`config.mk`:
```
export PLATFORM = sky130hd
export DESIGN_NAME = mips_seq_divider
export DESIGN_NICKNAME = d
export VERILOG_FILES = /design/src/rtl/mips_seq_divider.sv
export SDC_FILE = /design/constraint.sdc
export NUM_CORES = 1
export LEC_CHECK = 0
export CAP_MARGIN = 30
export CORE_MARGIN = 2
export CORE_UTILIZATION = 42
export DETAILED_ROUTE_END_ITERATION = 7
export PLACE_DENSITY = 0.6
export RECOVER_POWER = 25
export SYNTH_ARGS = -nofsm -noshare
export SYNTH_HDL_FRONTEND = slang
export SYNTH_SLANG_ARGS = --single-unit
```
`constraint.sdc`:
```
create_clock -name clk -period 3.8 [get_ports clk]
set_input_delay 0.95 -clock clk [delete_from_list [all_inputs] [get_ports clk]]
set_output_delay 0.95 -clock clk [all_outputs]
set_load 0.02 [all_outputs]
```
`src/rtl/mips_seq_divider.sv`:
```
// Multi-cycle restoring divider for MIPS DIV/DIVU: quotient to LO, remainder to HI.
// Optional macro DIV_ZERO_FAST_EN: early-out on a zero divisor with a div_zero flag.
module mips_seq_divider #(
  parameter int WIDTH = 32
) (
  input  logic             clk,
  input  logic             rst_n,
  input  logic             start,
  input  logic             is_signed,
  input  logic [WIDTH-1:0] dividend,
  input  logic [WIDTH-1:0] divisor,
  output logic             busy,
  output logic             done,
  output logic [WIDTH-1:0] quotient,
`ifdef DIV_ZERO_FAST_EN
  output logic [WIDTH-1:0] remainder,
  output logic             div_zero
`else
  output logic [WIDTH-1:0] remainder
`endif
);

  localparam int CW = $clog2(WIDTH);

  typedef enum logic [2:0] {IDLE, PREP, ITER, FIX, DONE} state_t;

  state_t           state;
  logic             sgn;
  logic [WIDTH-1:0] dvd;
  logic [WIDTH-1:0] dvs;
  logic [WIDTH-1:0] rem;
  logic [WIDTH-1:0] quo;
  logic [CW-1:0]    count;
  logic             neg_q;
  logic             neg_r;
`ifdef DIV_ZERO_FAST_EN
  logic             zero_seen;
`endif

  logic             dvd_neg;
  logic             dvs_neg;
  logic [WIDTH-1:0] dvd_mag;
  logic [WIDTH-1:0] dvs_mag;
  logic [WIDTH:0]   shifted;
  logic [WIDTH-1:0] trial_lo;
  logic             trial_ge;

  always_comb begin
    dvd_neg  = sgn & dvd[WIDTH-1];
    dvs_neg  = sgn & dvs[WIDTH-1];
    dvd_mag  = dvd_neg ? -dvd : dvd;
    dvs_mag  = dvs_neg ? -dvs : dvs;
    shifted  = {rem, quo[WIDTH-1]};
    // Carry-out of the shift counts toward the compare, so the trial is WIDTH+1 wide.
    trial_ge = shifted[WIDTH] | (shifted[WIDTH-1:0] >= dvs);
    trial_lo = shifted[WIDTH-1:0] - dvs;
  end

  always_ff @(posedge clk or negedge rst_n) begin
    if (!rst_n) begin
      state     <= IDLE;
      sgn       <= 1'b0;
      dvd       <= '0;
      dvs       <= '0;
      rem       <= '0;
      quo       <= '0;
      count     <= '0;
      neg_q     <= 1'b0;
      neg_r     <= 1'b0;
      busy      <= 1'b0;
      done      <= 1'b0;
      quotient  <= '0;
      remainder <= '0;
`ifdef DIV_ZERO_FAST_EN
      zero_seen <= 1'b0;
      div_zero  <= 1'b0;
`endif
    end else begin
      case (state)
        IDLE: begin
          if (start) begin
            sgn   <= is_signed;
            dvd   <= dividend;
            dvs   <= divisor;
            busy  <= 1'b1;
            state <= PREP;
`ifdef DIV_ZERO_FAST_EN
            div_zero <= 1'b0;
`endif
          end
        end
        PREP: begin
          neg_q <= dvd_neg ^ dvs_neg;
          neg_r <= dvd_neg;
          dvs   <= dvs_mag;
          quo   <= dvd_mag;
          rem   <= '0;
          count <= '0;
          state <= ITER;
`ifdef DIV_ZERO_FAST_EN
          zero_seen <= 1'b0;
          // Preload the magnitude results so FIX applies the usual sign correction.
          if (dvs == '0) begin
            quo       <= '1;
            rem       <= dvd_mag;
            zero_seen <= 1'b1;
            state     <= FIX;
          end
`endif
        end
        ITER: begin
          if (trial_ge) begin
            rem <= trial_lo;
            quo <= {quo[WIDTH-2:0], 1'b1};
          end else begin
            rem <= shifted[WIDTH-1:0];
            quo <= {quo[WIDTH-2:0], 1'b0};
          end
          count <= count + 1'b1;
          if (count == CW'(WIDTH - 1)) state <= FIX;
        end
        FIX: begin
          quotient  <= neg_q ? -quo : quo;
          remainder <= neg_r ? -rem : rem;
          done      <= 1'b1;
          busy      <= 1'b0;
          state     <= DONE;
`ifdef DIV_ZERO_FAST_EN
          div_zero  <= zero_seen;
`endif
        end
        DONE: begin
          done  <= 1'b0;
          state <= IDLE;
        end
        default: state <= IDLE;
      endcase
    end
  end

endmodule

```
[After elaboration in Yosys (flattened, before gate mapping)]
Index checks and enable logic that the tools add are counted.
Word-level totals
  register bits after elaboration: 205
  logic and storage cells: 58
  input bits: 68
  output and inout bits: 66
Cells by class
  equality and inequality tests: 8
  reduce and logical (&&, ||, !) cells: 9
  mux-type cells: 17
  $lt $le $gt $ge: 1
  bitwise gates (word level): 4
  add/sub/neg operators: 6
Operators by type and width (count)
  $mux W32: 6
  $pmux W32 S2: 3
  $neg A32 Y32: 4
  $ge A32 B32 Y1: 1
  $sub A32 B32 Y32: 1
  $pmux W3 S4: 1
  $pmux W5 S2: 1
  $reduce_bool A2 Y1: 4
  $eq A3 B2 Y1 const B: 2
  $mux W3: 2
  $ne A2 B2 Y1 const B: 3
  $reduce_and A2 Y1: 3
  $add A5 B1 Y5 const B: 1
  $eq A5 B5 Y1 const B: 1
  $pmux W1 S2: 2
  $eq A3 B1 Y1 const B: 1
  $eq A3 B3 Y1 const B: 1
  $logic_not A3 Y1: 1
  $reduce_and A3 Y1: 1
  $and A1 B1 Y1: 2
  $mux W1: 2
  $or A1 B1 Y1: 1
  $xor A1 B1 Y1: 1

[Logic depth before layout (Yosys ltp)]
  depth after elaboration: 4
  mapped depth: 13
  gate-level depth less buffers: 11

[Worst setup path after synthesis]
OpenSTA, ideal clock, no wires.
  path kind: register -> register
  start: reg dvs[2]
  end: reg rem[20]
  required time: 3679 ps
  library setup time: 121 ps
  path buffers: 2
  stages on the path, launching flop included: 13
  data arrival time: 2683 ps
  slack: 996 ps
  clock period less this slack: 2804 ps
  cells stage by stage: dfrtp_1 -> inv_1 -> ha_1 -> nor2b_1 -> o31a_1 -> o211ai_1 -> a21oi_1 -> o311ai_1 -> and2_1 -> buf_2 -> buf_2 -> o21ai_0 -> a22o_1
On the way
  cells in the longest elaborated chain, start to end: 4
  elaborated cells between the ends (all ways): 5
  classes of those cells: 1 x add/sub; 1 x order compare; 2 x mux; 1 x bitwise
RTL lines
  start: declaration: RTL line 30  | logic [WIDTH-1:0] dvs;
  start signal: assignment: RTL line 84  | dvs <= divisor;
  start signal: assignment: RTL line 95  | dvs <= dvs_mag;
  $ge A32 B32 Y1: RTL line 55  | trial_ge = shifted[WIDTH] | (shifted[WIDTH-1:0] >= dvs);
  $or A1 B1 Y1: RTL line 55
  $mux W32 (*): RTL line 112  | if (trial_ge) begin
  $pmux W32 S2 (*): RTL line 79  | case (state)
  end signal: assignment: RTL line 113  | rem <= trial_lo;
  end signal: assignment: RTL line 116  | rem <= shifted[WIDTH-1:0];
  end: declaration: RTL line 31  | logic [WIDTH-1:0] rem;
Mark *: on every way between the ends. The rest lies on a longest branch, timed or not.
A chain may end at the register's enable or synchronous reset.

[Final worst setup path]
  start: reg dvs[1]
  end: reg dvs[30]
On the way
  cells in the longest elaborated chain, start to end: 3
RTL lines
  $neg A32 Y32: RTL line 52  | dvs_mag = dvs_neg ? -dvs : dvs;
  $mux W32: RTL line 52
  $pmux W32 S2: RTL line 79
No other way between the ends. The select of a mux whose other input is x is not followed.

==> impl_results.md <==
* Max-Slew Margin vs Limit at -10.58%
* Critical path class: flip-flop to flip-flop
* Crit-path max cell delay at 0.48 ns
* Final slew viol count at 58
* Layout cells sized above 1 at 8.077%
* Vias per std cell at 5.632
* Period utilization at 88.58%
* Vias in the first global route at 9754
* Synth-to-layout area growth at 20.68%
* Type of the worst min-delay path: flip-flop to flip-flop
* Max Clock Skew at 0.01134 ns
* Syn_nets at 1495
* CTS root buffer: clkbuf_16
* Core Rows at 62
* TNS Setup at 0 ns
* Static leakage at 6.372 nW
* Sequential element share of the synthesized area at 41.34%
* DRC Markers at 0
* Clk pin slew, worst setup/hold paths at 0.06 ns
* Largest net degree at the start of global routing at 94
* Ys Warns at 0
* Gpl congestion at 0.8871
* Mean Syn Cell Area at 8.940 um^2
* Post-synth EDFFs at 0
* CTS Buf Count at 24
* Gr ovfl total at 0
* RSZ-0062 raised after global routing: false
* Hold slack at 0.4759 ns
* CP delay by family, top: simple AND/OR/NAND/NOR gates
* Nets at 1588
* Top FF cell, synth: dfrtp_1
* IO Port Bufs at 133
* Failing checks: max-capacitance violations, max-slew violations
* Flops & latches, synth at 205
* Cells after Synth at 1388
* First-pass GRT wire length at 54470 um
* Maximum vdd ir drop at 397.0 uV
* Status: finished, violations left
* Die footprint at 0.03093 mm^2
* Drt pass-1 iters at 6
* Routed Antenna Nets at 0
* Tmin final at 3.366 ns
* Initial antenna violation count at 0
* Antenna diodes at 0
* Max Root-Sink Buffers at 3
* CP max-delay cell: dfrtp_1
* H-tree Lvls at 1
* Final hold vios at 0
* Synth unique cells at 69
* Drt total wl at 33760 um
* CP endpoint kind: flip-flop
* Core ar. at 0.02894 mm^2
* Avg WL per Cell at 17.94 um
* Max-capacitance violation count at 1
* Finished Cell Area at 0.01497 mm^2
* Setup violators final at 0
* Starting DRC count in detailed routing at 990
* P per Cell Area at 840.0 mW/mm^2
* DIE HEIGHT at 175.9 um
* Fmax at 297.1 MHz
* Worst path bufs/invs at 1
* Die W at 175.9 um
* GRT Total Usage at 21.78%
* Initial Util at 42.88%
* HPWL Detailed at 24780 um
* Synth top cells by count: dfrtp_1 (205), o21ai_0 (180), nand2_1 (156)
* Req. time, crit path at 4.19 ns
* Most numerous cell in the Yosys netlist: dfrtp_1
* Post-CTS Resized at 0
* Clk sinks at 205
* CTS tree: yes
* Via count at 10599
* Worst Path Arrival at 3.76 ns
* Mapped Area at 0.01241 mm^2
* Top-area cell type share of the netlist area at 41.34%
* Synth top area cells: dfrtp_1 (41%), o21ai_0 (7.3%), xor2_1 (5.4%)
* Post-DP Area at 0.01415 mm^2
* Hold-fix buffers at CTS at 0
* Synth area leader: dfrtp_1
* Io pins at 134
* FILL cells at 2706
* Worst Tran Pin Value at 1.659 ns
* Crit path max fanout at 7
* Post-CTS setup buffer count at 0
* Crit path cell chain: inv_1, ha_1, or3b_2, or3_1, nor4_1, nand2_1, nor3_1, a211oi_1, a21oi_1, o22ai_1
* FFs w/ async S/R, synth at 100.0%
* Clock insertion delay at the later pin of the skew report at 0.54 ns
* Kind of start point of the critical path: flip-flop
metrics by stage:
step	setup slack [ns]	util [%]	cells	power, mW
finish	0.4339	51.75	1882	12.58
global route	0.1941	51.75	1882	13.56
CTS	0.4961	51.78	1882	12.62
detailed placement	0.5118	48.90	1839	10.14
global placement	0.5415	48.80	1838	10.03
floorplan	0.9957	-	1388	8.065
worst reg2reg max path, delay by kind of cell, from the launching register on:
| family | cells | cell delay, ns |
|---|---|---|
| AND/OR/NAND/NOR | 5 | 1.95 |
| flip-flops | 1 | 0.48 |
| AO/OA/AOI/OAI | 3 | 0.41 |
| adder cells (fa/ha/maj) | 1 | 0.21 |
| buffers and inverters | 1 | 0.19 |
cells by family after synthesis:
group	Yosys count	synth area share [%]
multiplexers	60	5.163
flip-flops	205	41.34
buffers and inverters	138	4.205
XOR/XNOR	111	7.835
AND/OR/NAND/NOR	376	14.98
adder cells (fa/ha/maj)	39	3.993
AO/OA/AOI/OAI	459	22.48
path summary, 6_finish.rpt:
| check | from | end | slack (ns) | cells after the start |
|---|---|---|---|---|
| worst max-delay path | dvs[1] | dvs[30] | 0.43 | 10 |
| worst min-delay path | quotient[2] | quotient[2] | 0.48 | 2 |
| worst max register to register | dvs[1] | dvs[30] | 0.43 | 10 |
| worst min register to register | quotient[2] | quotient[2] | 0.48 | 2 |
| max in group asynchronous | rst_n | quotient[10] | 1.82 | 2 |
| min in group asynchronous | rst_n | dvs[13] | 0.83 | 1 |
cell type report:
class	instances	area, um^2	share of cell area (%)
timing repair buffer	154	1554	10.38
multi-input combinational	1045	6784	45.30
inverter	51	191.4	1.278
clock inverter	11	153.9	1.028
clock buffer	32	680.7	4.545
tap	384	480.5	3.209
sequential	205	5130	34.26
flip-flops by register name, indices dropped and copies added (netlist names), 3 cells and up:
name / flops
rem: 32
count: 5
remainder: 32
quotient: 32
dvs: 32
quo: 32
state: 3
dvd: 32
power breakdown:
group / internal, mW / switching, mW
combinational: 2.50 / 3.59
sequential: 3.03 / 1.03
clock: 1.47 / 0.967
total: 7.00 / 5.58
metal layers:
layer | vias to the layer above | wire [um] | share of wire (%) | global-route usage, %
met4 | 0 | 382 | 1.1 | 3.891
met2 | 306 | 12740 | 38 | 28.22
met1 | 5029 | 18530 | 55 | 37.35
met5 | - | 0 | 0 | 0
li1 | 5238 | - | - | -
met3 | 26 | 2108 | 6.2 | 3.095
placed cells by master (no fill, tap or decap), types with 6 or more instances in the layout:
cell / Yosys / layout
a21o_1: 8 / 8
nor3_1: 36 / 36
nand2_1: 156 / 156
mux2_2: 32 / 32
o21bai_1: 7 / 7
o21ai_0: 180 / 180
nor2_1: 49 / 48
and2_1: 8 / 8
nor4_1: 13 / 13
or4_1: 14 / 14
o211ai_1: 6 / 6
nand2b_1: 9 / 9
a21oi_1: 97 / 97
xor2_1: 77 / 77
a211oi_1: 9 / 9
mux2i_1: 28 / 28
dfrtp_1: 205 / 205
o21ai_1: 6 / 6
ha_1: 38 / 38
o41ai_1: 15 / 15
clkdlybuf4s50_1: 0 / 132
clkbuf_16: 0 / 24
and3_1: 6 / 6
o31ai_1: 21 / 21
nor2b_1: 6 / 6
buf_4: 0 / 16
or3_1: 13 / 13
xnor2_1: 34 / 34
o22ai_1: 22 / 22
nand3_1: 27 / 27
a31oi_1: 12 / 11
a22oi_1: 35 / 35
nand4_1: 10 / 10
inv_1: 51 / 51
No activity file was read; power rests on OpenSTA's default activity.
